File: config.mk
export PLATFORM = sky130hd
export DESIGN_NAME = vector_shift_sequencer
export DESIGN_NICKNAME = d
export VERILOG_FILES = /design/src/rtl/vector_shift_sequencer.sv
export SDC_FILE = /design/constraint.sdc
export NUM_CORES = 1
export LEC_CHECK = 0
export CAP_MARGIN = 20
export CORE_ASPECT_RATIO = 1.1
export CORE_UTILIZATION = 35
export DETAILED_ROUTE_END_ITERATION = 7
export SETUP_SLACK_MARGIN = 0.2
export SKIP_CTS_REPAIR_TIMING = 1
export SKIP_LAST_GASP = 1
export SYNTH_ARGS = -nofsm -noshare
export SYNTH_HDL_FRONTEND = slang
export SYNTH_SLANG_ARGS = --single-unit
File: constraint.sdc
create_clock -name clk -period 2.1 [get_ports clk]
set_clock_uncertainty 0.1 [all_clocks]
set_input_delay 0.42 -clock clk [delete_from_list [all_inputs] [get_ports clk]]
set_output_delay 0.42 -clock clk [all_outputs]
set_load 0.02 [all_outputs]
File: src/rtl/vector_shift_sequencer.sv
// Multi-cycle vector shift stage: one lane per cycle through a single WIDTH-bit
// barrel shifter, with the assembled result held for a valid/ready consumer.
module vector_shift_sequencer #(
  parameter int WIDTH = 8,
  parameter int LANES = 4
) (
  input  logic                   clk,
  input  logic                   rst,
  input  logic                   in_valid,
  output logic                   in_ready,
  input  logic [LANES*WIDTH-1:0] in_vec,
  input  logic [WIDTH-1:0]       in_shamt,
  input  logic                   in_dir,
  output logic                   out_valid,
  input  logic                   out_ready,
  output logic [LANES*WIDTH-1:0] out_vec,
  output logic                   busy,
  output logic [1:0]             state_dbg
);

  // Handshakes: a transfer happens on a rising edge where valid and ready are
  // both high; valid never depends on ready, and every output here is a
  // register, so no input reaches an output combinationally.

  localparam int CW = (LANES > 1) ? $clog2(LANES) : 1;
  localparam logic [CW-1:0] LAST_LANE = CW'(LANES - 1);
  localparam logic [WIDTH:0] SHAMT_LIMIT = (WIDTH + 1)'(WIDTH);

  typedef enum logic [1:0] {
    IDLE  = 2'd0,
    SHIFT = 2'd1,
    DONE  = 2'd2
  } state_t;

  state_t                 state_q;
  logic [CW-1:0]          cnt_q;
  logic [LANES*WIDTH-1:0] src_q;
  logic [WIDTH-1:0]       shamt_q;
  logic                   dir_q;
  logic [LANES*WIDTH-1:0] out_vec_q;
  logic                   in_ready_q;
  logic                   out_valid_q;
  logic                   busy_q;

  logic [WIDTH-1:0] cur_lane;
  logic [WIDTH-1:0] shifted;

  // Oversized amounts are forced to zero explicitly rather than relying on
  // the shift operator's behaviour for large operands.
  always_comb begin
    cur_lane = src_q[int'(cnt_q)*WIDTH +: WIDTH];
    if ({1'b0, shamt_q} >= SHAMT_LIMIT) begin
      shifted = '0;
    end else if (dir_q) begin
      shifted = cur_lane >> shamt_q;
    end else begin
      shifted = cur_lane << shamt_q;
    end
  end

  always_ff @(posedge clk) begin
    if (rst) begin
      state_q     <= IDLE;
      cnt_q       <= '0;
      src_q       <= '0;
      shamt_q     <= '0;
      dir_q       <= 1'b0;
      out_vec_q   <= '0;
      in_ready_q  <= 1'b1;
      out_valid_q <= 1'b0;
      busy_q      <= 1'b0;
    end else begin
      case (state_q)
        IDLE: begin
          if (in_valid) begin
            src_q      <= in_vec;
            shamt_q    <= in_shamt;
            dir_q      <= in_dir;
            cnt_q      <= '0;
            state_q    <= SHIFT;
            in_ready_q <= 1'b0;
            busy_q     <= 1'b1;
          end
        end
        SHIFT: begin
          out_vec_q[int'(cnt_q)*WIDTH +: WIDTH] <= shifted;
          if (cnt_q == LAST_LANE) begin
            state_q     <= DONE;
            out_valid_q <= 1'b1;
          end else begin
            cnt_q <= cnt_q + 1'b1;
          end
        end
        DONE: begin
          // in_ready returns one cycle after the result leaves, so a result
          // handshake and a new accept never share an edge.
          if (out_ready) begin
            state_q     <= IDLE;
            out_valid_q <= 1'b0;
            busy_q      <= 1'b0;
            in_ready_q  <= 1'b1;
          end
        end
        default: begin
          state_q     <= IDLE;
          in_ready_q  <= 1'b1;
          out_valid_q <= 1'b0;
          busy_q      <= 1'b0;
        end
      endcase
    end
  end

  assign in_ready  = in_ready_q;
  assign out_valid = out_valid_q;
  assign out_vec   = out_vec_q;
  assign busy      = busy_q;
  assign state_dbg = state_q;

endmodule

# Word level (Yosys, flattened, before mapping)
# Index checks and enable logic that the tools add are counted.
[op_classes]
add_sub_neg = 2
n_lt_le_gt_ge = 1
eq_ne = 7
shifts = 5
mux = 18
bitwise = 2
reduce_logical = 7
[ops]
columns = ["cell", "n"]
rows = [
  ["$neg A5 Y33", 1],
  ["$shift A8 B33 Y32 const A", 1],
  ["$shiftx A8 B33 Y32", 1],
  ["$bwmux W32", 1],
  ["$shiftx A32 B6 Y8", 1],
  ["$mux W8", 2],
  ["$reduce_and A3 Y1", 4],
  ["$mux W2", 5],
  ["$pmux W1 S3", 3],
  ["$ge A8 B4 Y1 const B", 1],
  ["$ne A2 B2 Y1 const B", 4],
  ["$shl A8 B8 Y8", 1],
  ["$shr A8 B8 Y8", 1],
  ["$pmux W2 S3", 1],
  ["$mux W1", 5],
  ["$eq A2 B2 Y1 const B", 2],
  ["$pmux W2 S2", 1],
  ["$add A2 B1 Y2 const B", 1],
  ["$eq A2 B1 Y1 const B", 1],
  ["$logic_not A2 Y1", 1],
  ["$not A1 Y1", 2],
  ["$reduce_and A2 Y1", 1],
  ["$reduce_bool A2 Y1", 1],
]
[totals]
reg_bits = 80
in_bits = 45
out_inout_bits = 37

# Longest topological paths before layout
# Gate-level depths: netlist of the first run.
[depth]
ltp_word = 6
ltp_mapped = 9
ltp_nobuf = 6

# Worst setup path after synthesis of the first run
# Ideal clock, no wire load.
[synth_timing]
kind = "reg2reg"
from = "register cnt_q[0]"
to = "register out_vec_q[14], in the netlist out_vec[14]"
setup_time_ns = 0.117
arrival_time_ns = 1.925
required_time_ns = 1.883
setup_slack_ns = -0.042
path_stages_with_launch = 10
path_buffers = 3
synth_period_minus_slack_ns = 2.142
cell_sequence = "dfxtp_1 buf_6 buf_6 buf_6 mux2i_1 o22a_1 a21oi_1 a2111oi_2 nor3_2 a22o_1"
[synth_via]
elab_chain_len = 6
[synth_lines]
columns = ["item", "line_no", "source"]
rows = [
  ["start, declared", "36", "logic [CW-1:0] cnt_q;"],
  ["start signal, assigned", "91", "cnt_q <= cnt_q + 1'b1;"],
  ["$shiftx A32 B6 Y8", "51", "cur_lane = src_q[int'(cnt_q)*WIDTH +: WIDTH];"],
  ["$shl A8 B8 Y8 / $shr A8 B8 Y8 (equally long branches)", "57, 55", ""],
  ["$mux W8", "54", "end else if (dir_q) begin"],
  ["$mux W8", "52", "if ({1'b0, shamt_q} >= SHAMT_LIMIT) begin"],
  ["$shiftx A8 B33 Y32", "86", "out_vec_q[int'(cnt_q)*WIDTH +: WIDTH] <= shifted;"],
  ["$bwmux W32 (*)", "86", ""],
  ["end signal, assigned by index", "86", ""],
  ["end, declared", "40", "logic [LANES*WIDTH-1:0] out_vec_q;"],
]
# Every way passes the cells marked *; elsewhere a longest branch is shown, timed or not.
# A chain may end at the register's enable or synchronous reset.

# Final worst setup path of the first run
[layout_timing]
from = "register cnt_q[0]"
to = "register out_vec_q[26], in the netlist out_vec[26]"
# The elaborated chain is that of the path after synthesis.

==> results of run 1 <==
Yosys cell counts, types with 3 or more instances:
library cell / n / area [µm²]
a22o_1: 9 / 78.83
buf_6: 3 / 33.78
inv_1: 8 / 30.03
or3_4: 3 / 33.78
ha_1: 5 / 62.56
mux2i_1: 8 / 80.08
o21ai_0: 15 / 75.07
nand2_1: 116 / 435.4
o22a_1: 4 / 35.03
a32o_1: 8 / 80.08
nand2b_1: 6 / 37.54
o21ai_1: 7 / 35.03
nor2b_1: 5 / 31.28
dfxtp_1: 80 / 1602
nor3_1: 5 / 25.02
clkbuf_1: 22 / 82.58
mux2_2: 4 / 45.04
nor2_1: 25 / 93.84
nand3_1: 4 / 20.02
o211ai_1: 3 / 22.52
a21oi_1: 61 / 305.3
nor4_1: 4 / 25.02
a211oi_1: 4 / 30.03
o22ai_1: 6 / 37.54
worst max-delay path: stages (launching register included):
cell,delay [ps]
dfxtp_4,370
buf_6,140
mux2_4,240
o22ai_4,90
or3_4,360
o32a_1,300
or3_4,410
o21ai_2,140
sequential cells by signal (all words and copies together) (netlist names):
signal,count
state_dbg,2
in_ready,1
cnt_q,2
out_vec,32
out_valid,1
busy,1
shamt_q,8
src_q,32
dir_q,1
area by class of cell:
cell class	instances	area (µm²)
Timing Repair Buffer	146	1346
Sequential cell	80	1609
Tap cell	143	178.9
Clock buffer	12	246.5
Fill cell	1028	4737
Multi-Input combinational cell	347	2276
Clock inverter	3	18.77
Inverter	8	30.03
where the power goes:
| group | internal (mW) | switching [mW] | total [mW] |
|---|---|---|---|
| sequential | 1.58 | 0.0522 | 1.63 |
| combinational | 0.431 | 0.444 | 0.876 |
| clock | 0.823 | 0.570 | 1.39 |
| total | 2.83 | 1.07 | 3.90 |
through the flow:
step | instances | total power [mW] | instance area (µm²) | utilization
floorplan | 462 | 2.080 | 3849 | -
CTS | 728 | 3.824 | 5395 | 0.5167
global route | 739 | 4.071 | 5705 | 0.5464
finish | 739 | 3.899 | 5705 | 0.5464
global placement | 713 | 2.420 | 5130 | 0.4913
detailed placement | 713 | 2.425 | 5130 | 0.4913
cells by family after synthesis:
group	after synthesis
AOI/OAI and AO/OA	139
DFF	80
and+or+nand+nor	185
adders and majority gates	5
buffers and inverters	35
muxes	18
metal layers:
layer	wire, µm	global-route usage	share of wire	vias up
met5	0	0	0	-
met2	5941	0.3714	0.51	121
met1	4960	0.2491	0.42	1750
met3	466	0.04351	0.040	28
li1	-	-	-	1912
met4	308	0.09082	0.026	0
path summary, 6_finish.rpt:
| check | end | from |
|---|---|---|
| hold / removal | out_vec[5] | out_vec[5] |
| hold reg to reg | out_vec[5] | out_vec[5] |
| setup / recovery | out_vec[26] | cnt_q[0] |
| setup reg to reg | out_vec[26] | cnt_q[0] |
cells in the final DEF (no fill, tap or decap), drive strengths merged, types with 5 or more instances in the layout:
cell type / n
nor3: 6
o22ai: 6
mux2i: 8
nand2b: 6
nor2: 26
buf: 66
a21oi: 61
o21ai: 22
ha: 5
mux2: 7
a22o: 9
nor2b: 5
nor4: 5
inv: 8
clkbuf: 12
clkdlybuf4s50: 78
dfxtp: 80
a32o: 8
nand2: 117
==> run_results.csv, run 1 <==
group,metric,value,unit
routing,dr.first_iter.drc_count,134,
run_status,status,"finished with violations",
routing,wl,11680,µm
routing,routedWlPerCell,15.80,µm
global_route,grt_overflow,0,
global_route,grt_pass1_vias,3725,
synth,synth_top_family_by_area,"compound AO/OA/AOI/OAI gates",
clock_network,cts_buffer_depth,2,
worst_setup_path,start_kind,"flop",
synth,synth_cells,462,
die,core,10440,µm²
timing,final_hold_viol_count,0,
min_path,min_path_type,"reg -> reg",
global_route,grt_pass1_wl,18550,µm
placement,place.gp.congestion,0.8593,
synth,synth_fa_ha_area_frac,0.01650,
timing,rsz0062_at_grt,"true",
timing,whs,341.1,ps
routing,drcViolationCount,0,
timing,tns,-1543,ps
worst_setup_path,cp_max_fo,5,
clock_network,clockRootBuffer,"clkbuf_16",
routing,vias,3811,
timing,tightest_slew,477.3,ps
timing,finalSetupViolCount,23,
cells_and_area,drive_above_1_share,0.2383,
power,cellPowerDensity,683.4,nW/µm²
synth,yosys.area_share.simple,0.2208,
timing,fmax,0.4482,GHz
synth,ys_ff_latch,80,
synth,synth-compound-area-share,0.2356,
die,row_count,39,
timing,setup_ws,-131.3,ps
global_route,grt_max_degree,46,
routing,via_per_inst,5.157,
synth,synthesis.area,3791,µm²
global_route,grt_usage,0.2132,
synth,synthXorXnorAreaFrac,0,
clock_network,cts_tree,"yes",
synth,synth_edf_count,0,
die,design.die.area,11250,µm²
synth,synthFlopType,"dfxtp_1",
clock_network,cts_made_buffers,9,
worst_setup_path,reg2regPathDepth,7,
synth,syn_nets,512,
synth,yosys_warnings,0,
synth,yosys.cell_types.count,62,
min_path,hold_depth,2,
power,vdd.ir_drop.worst,0.3079,mV
synth,synth_seq_area_share,0.4224,
clock_network,clk_pin_slew,60,ps
die,initial_core_util,0.3630,
placement,port_buffers,81,
worst_setup_path,crit_type,"reg -> reg",
die,ioPinCount,82,
clock_network,clock_latency,340,ps
routing,final_antenna_net_count,0,
worst_setup_path,cp-end-kind,"flop",
synth,syn_avg_cell_area,8.206,µm²
routing,first_pass_iters,5,
worst_setup_path,worstPathArrival,2410,ps
worst_setup_path,required,2280,ps
clock_network,htree_levels,3,
synth,synth.area.mux_share,0.06271,
timing,slew_headroom,0.6814,
die,fp.dieH,111.2,µm
run_status,violations,"negative setup slack",
cells_and_area,area_delta_synth_final,50.49,%
placement,place_hpwl,8906,µm
placement,dp_slack,-278.5,ps
timing,layout_min_cycle_time,2231,ps
run,maxCapViolCount,0,
timing,maxSlewViolCount,0,
worst_setup_path,rrSetupSlack,-130,ps
synth,async_reset_ff_frac,0,
die,die_x,101.2,µm
cells_and_area,fin_nets,642,
clock_network,cts_sinks,80,
cells_and_area,antenna_cells,0,
timing,period_share,1.063,
global_route,antenna_found_initial,0,
power,leakagePower,2.178,nW
No activity file was read; power rests on OpenSTA's default activity.
==> run 2, diff against run 1 <==
- GPL_TIMING_DRIVEN: default -> 0
==> run 2 against run 1 <==
  * The run still ends with negative setup slack left
  * Hold slack better by 3.1 ps
  * Critical path type unchanged
  * Sequential share of layout area is 1.1 points higher
  * Via count down 2.2%
  * Largest cell class unchanged
  * Maximum frequency down 3.9%
==> run_results.csv, run 2 (synthesis gave the netlist of run 1 again) <==
group,metric,value,unit
run_status,status,"finished with violations",
run_status,violations,"negative setup slack",
placement,dp_slack,-491.0,ps
routing,wl,11620,µm
die,design.die.area,11250,µm²
global_route,grt_pass1_wl,17790,µm
timing,finalSetupViolCount,32,
routing,first_pass_iters,4,
worst_setup_path,worst-path-buf-inv,2,
clock_network,htree_levels,3,
die,row_count,39,
timing,setup_ws,-222.3,ps
power,leakagePower,2.001,nW
timing,tns,-3858,ps
timing,slew_headroom,0.4903,
global_route,grt_pass1_vias,3380,
clock_network,cts_buffer_depth,2,
timing,period_share,1.106,
cells_and_area,fillers,1056,
min_path,holdCritStartpoint,"out_vec[2]",
cells_and_area,stdcell_count,715,
worst_setup_path,required,2270,ps
clock_network,cts_tree,"yes",
worst_setup_path,critical-path-top-delay-family,"simple AND/OR/NAND/NOR gates",
timing,layout_min_cycle_time,2322,ps
worst_setup_path,cp-end-kind,"flop",
routing,routedWlPerCell,16.25,µm
cells_and_area,final_cell_mix,"nand2_1 (114), clkdlybuf4s50_1 (79), dfxtp_1 (78)",
power,vdd.ir_drop.worst,0.3427,mV
clock_network,cts_sinks,80,
placement,place.gp.congestion,0.8781,
die,initial_core_util,0.3630,
clock_network,clk_pin_slew,60,ps
timing,final_hold_viol_count,0,
routing,final_antenna_net_count,0,
cells_and_area,area_delta_synth_final,44.62,%
routing,via_per_inst,5.215,
cells_and_area,fin_nets,617,
cells_and_area,layout_commonest_cell,"nand2_1",
worst_setup_path,crit_path_cell_trace,"buf_12, buf_8, mux2_4, nor2_4, or3_4, o32a_1, or3_4, o21ai_2",
global_route,grt_usage,0.2066,
power,p_total,3.989,mW
worst_setup_path,crit_slowest_cell,"or3_4",
clock_network,clockRootBuffer,"clkbuf_16",
placement,dpl.cell_count,686,
timing,maxSlewViolCount,0,
worst_setup_path,cp_max_fo,6,
power,power_frac_clock,0.391,
power,p_sw_frac,0.2817,
cells_and_area,stdcell_area,5483,µm²
power,p_int,2.865,mW
timing,whs,344.2,ps
placement,port_buffers,81,
worst_setup_path,max_stage_delay,420,ps
timing,tightest_slew,764.6,ps
power,power.share.sequential,0.408,
placement,place_hpwl,8849,µm
worst_setup_path,r2r-start,"cnt_q[0]",
worst_setup_path,crit_top_cell,"or3_4",
global_route,grt_max_degree,15,
clock_network,cts_made_buffers,9,
routing,drcViolationCount,0,
global_route,antenna_found_initial,0,
die,ioPinCount,82,
power,cellPowerDensity,727.5,nW/µm²
worst_setup_path,start_kind,"flop",
worst_setup_path,crit_type,"reg -> reg",
worst_setup_path,cp-startpoint,"cnt_q[0]",
clock_network,clock_latency,340,ps
die,die_x,101.2,µm
die,fp.dieH,111.2,µm
min_path,min_path_type,"reg -> reg",
cells_and_area,drive_above_1_share,0.1836,
timing,fmax,0.4306,GHz
global_route,grt_overflow,0,
die,core,10440,µm²
placement,place_area,4838,µm²
run,maxCapViolCount,0,
timing,rsz0062_at_grt,"true",
power,switchingPower,1.124,mW
cells_and_area,antenna_cells,0,
worst_setup_path,worstPathArrival,2490,ps
cells_and_area,final_core_util,0.5250,
power,comb_power_share,0.201,
routing,vias,3729,
routing,dr.first_iter.drc_count,159,
run 2: changes by cell type in the layout (fill, tap and decap cells not counted), sizes merged:
cell / delta
buf: -48
bufinv: +1
clkbuf: +20
clkdlybuf4s50: +1
clkinvlp: +1
inv: +1
run 2: worst paths after layout:
path,cells after the start,slack (ps),to
min,2,340,out_vec[2]
min reg2reg,2,340,out_vec[2]
max,8,-220,out_vec[18]
max reg2reg,8,-220,out_vec[18]
run 2: final cells by class:
cell class / count / area, µm² / share of cell area
inverters: 8 / 30.03 / 0.005477
plain buffers: 26 / 168.9 / 0.03081
well taps: 143 / 178.9 / 0.03263
multi-input cells: 347 / 2251 / 0.4105
flip-flops and latches: 80 / 1607 / 0.2930
clock inverters: 6 / 68.82 / 0.01255
clock buffers: 10 / 229.0 / 0.04176
repair buffers: 95 / 949.7 / 0.1732
run 2: power groups by stage:
stage	clock network [mW]	registers [mW]	logic (mW)
after floorplan	0	1.65	0.427
after global placement	0	1.66	0.679
after detailed placement	0	1.66	0.678
after CTS	1.59	1.62	0.682
after global routing	1.66	1.63	0.862
final	1.56	1.63	0.801
run 2: routing by layer:
layer | vias up | global-route usage | wire length, µm | part of all wire
met2 | 109 | 0.3465 | 5767 | 0.50
met1 | 1730 | 0.2530 | 5124 | 0.44
met5 | - | 0 | 0 | 0
li1 | 1863 | - | - | -
met3 | 27 | 0.03531 | 415 | 0.036
met4 | 0 | 0.09855 | 310 | 0.027
run 2: worst min-delay path: cells and delay by family, from the launching register on:
| kind | cells | cell delay (ps) |
|---|---|---|
| AOI/OAI and AO/OA | 1 | 50 |
| DFF | 1 | 310 |
| and+or+nand+nor | 1 | 50 |
==> edit: new RTL, config.mk and constraints of run 1 <==
Set the parameter `LANES` to 8 (it was 4).
--- a/src/rtl/vector_shift_sequencer.sv
+++ b/src/rtl/vector_shift_sequencer.sv
@@ -2,7 +2,7 @@
 // barrel shifter, with the assembled result held for a valid/ready consumer.
 module vector_shift_sequencer #(
   parameter int WIDTH = 8,
-  parameter int LANES = 4
+  parameter int LANES = 8
 ) (
   input  logic                   clk,
   input  logic                   rst,
Ports: changed (resized in_vec and out_vec); port bits go from 82 to 146. No check against the original RTL was run, so the function may have changed too.
==> edit against run 1 <==
The flow still finishes with violations (setup timing); synthesized area up 70%; setup slack worse by 0.14 ns; synthesized cell count up 69%; sequential cell count up 65; final area up 83%; first-iteration DRC count rose to 3.2 times the old value; non-clock buffer count up 112; routed wire length up 81%; global-route usage up 0.36 points; clock power up 130%; maximum frequency down 5.9%; total power up 93%; die area up 69%; critical endpoint is now out_vec[10]$_SDFFE_PP0P_.
==> edit: results (changes against run 1) <==
<table>
<tr><th>Metric</th><th>Value</th></tr>
<tr><th colspan="2">Logic synthesis</th></tr>
<tr><td>Number of nets produced by synthesis</td><td>860 (was 512)</td></tr>
<tr><td>Post-synth top cells</td><td>sky130_fd_sc_hd__nand2_1 (197), sky130_fd_sc_hd__dfxtp_1 (145), sky130_fd_sc_hd__a21oi_1 (90) (was sky130_fd_sc_hd__nand2_1 (116), sky130_fd_sc_hd__dfxtp_1 (80), sky130_fd_sc_hd__a21oi_1 (61))</td></tr>
<tr><td>Cells after Synth</td><td>779 (was 462)</td></tr>
<tr><th colspan="2">Critical path</th></tr>
<tr><td>Slowest stage cell on the critical path</td><td>sky130_fd_sc_hd__a2111oi_0 (was sky130_fd_sc_hd__or3_4)</td></tr>
<tr><td>Worst-path fanout max</td><td>11 (was 5)</td></tr>
<tr><td>Highest cell delay on the worst timing path</td><td>0.56 ns (was 0.41 ns)</td></tr>
<tr><th colspan="2">Timing</th></tr>
<tr><td>Post-Route Setup TNS</td><td>-10.30 ns (was -1.543 ns)</td></tr>
<tr><td>Worst setup margin</td><td>-0.2715 ns (was -0.1313 ns)</td></tr>
<tr><td>Hold WS</td><td>0.3208 ns (was 0.3411 ns)</td></tr>
<tr><td>Count of final setup violators</td><td>64 (was 23)</td></tr>
<tr><th colspan="2">Worst hold path</th></tr>
<tr><td>Worst Min Path Start</td><td>rst (was out_vec[5]$_SDFFE_PP0P_)</td></tr>
<tr><td>Hold-critical path endpoint</td><td>out_vec[60]$_SDFFE_PP0P_ (was out_vec[5]$_SDFFE_PP0P_)</td></tr>
<tr><th colspan="2">Outcome</th></tr>
<tr><td>Violations in the final reports</td><td>setup timing (unchanged)</td></tr>
<tr><td>Status</td><td>complete, but fails checks (unchanged)</td></tr>
<tr><th colspan="2">Final layout</th></tr>
<tr><td>Number of nets in the final layout</td><td>1082 (was 642)</td></tr>
<tr><td>Proportion of layout cells with a drive suffix above 1</td><td>26.73% (was 23.83%)</td></tr>
<tr><th colspan="2">Global routing</th></tr>
<tr><td>Vias in the first global route</td><td>5881 (was 3725)</td></tr>
<tr><td>GRT Util Overall</td><td>21.68% (was 21.32%)</td></tr>
<tr><td>Largest net degree at the start of global routing</td><td>74 (was 46)</td></tr>
<tr><th colspan="2">Detailed routing</th></tr>
<tr><td>Final routed wirelength across all metal layers</td><td>21160 um (was 11680 um)</td></tr>
<tr><td>Drt initial violations</td><td>435 (was 134)</td></tr>
<tr><th colspan="2">Place</th></tr>
<tr><td>Placed wire-length estimate after detailed placement</td><td>15270 um (was 8906 um)</td></tr>
<tr><td>Count of placed standard cells including taps</td><td>1206 (was 713)</td></tr>
<tr><td>Setup slack after placement</td><td>-0.4127 ns (was -0.2785 ns)</td></tr>
<tr><td>Global placement routability congestion</td><td>0.9644 (was 0.8593)</td></tr>
<tr><th colspan="2">Clocking</th></tr>
<tr><td>H-tree level count</td><td>4 (was 3)</td></tr>
<tr><td>Number of CTS-inserted buffers</td><td>17 (was 9)</td></tr>
<tr><th colspan="2">Power and ir drop</th></tr>
<tr><td>Switching share of power</td><td>27.18% (was 27.34%)</td></tr>
</table>
==> edit: critical path: cells and delay by family (launching register included) <==
family | cells | cell delay, ns
DFF | 1 | 0.41
AOI/OAI and AO/OA | 4 | 0.85
and+or+nand+nor | 1 | 0.18
buffers and inverters | 2 | 0.42
muxes | 1 | 0.29
==> edit: cells by family (layout without fill, tap and decap cells) <==
kind of cell / Yosys count / after routing / share of synthesized area [%]
adder cells (fa/ha/maj): 4 / 4 / 0.7746
buffers and inverters: 61 / 296 / 4.396
flip-flops: 145 / 145 / 44.93
AND/OR/NAND/NOR: 331 / 331 / 24.34
AO/OA/AOI/OAI: 205 / 205 / 20.45
multiplexers: 33 / 33 / 5.112
==> edit: cell type report <==
cell class              count  area [um^2]
fillers                  1624         7433
well taps                 238        297.8
clock inverters            13        176.4
flip-flops and latches    145         2909
multi-input cells         573         3908
inverters                   6        30.03
repair buffers            258         2660
clock buffers              19        452.9
==> edit: power by group through the flow <==
stage	Combinational (mW)	Clock [mW]	Sequential [mW]
2_1_floorplan	0.697	0	2.96
3_3_place_gp	1.27	0	2.98
3_5_place_dp	1.27	0	2.98
4_1_cts	1.27	3.27	2.91
5_1_grt	1.50	3.39	2.93
6_report	1.41	3.20	2.92
==> edit: metal layers <==
layer  up-vias  track usage, %  part of all wire [%]
li1       3179               -                     -
met1      2920           28.05                    44
met4         0           8.201                   1.8
met3        22           3.610                   3.9
met5         -               0                     0
met2       189           36.26                    50
==> edit: through the flow <==
step	util, %	instance area [um^2]
floorplan	-	6797
global placement	50.80	9076
detailed placement	50.80	9076
CTS	54.32	9706
global route	58.40	10430
finish	58.40	10430
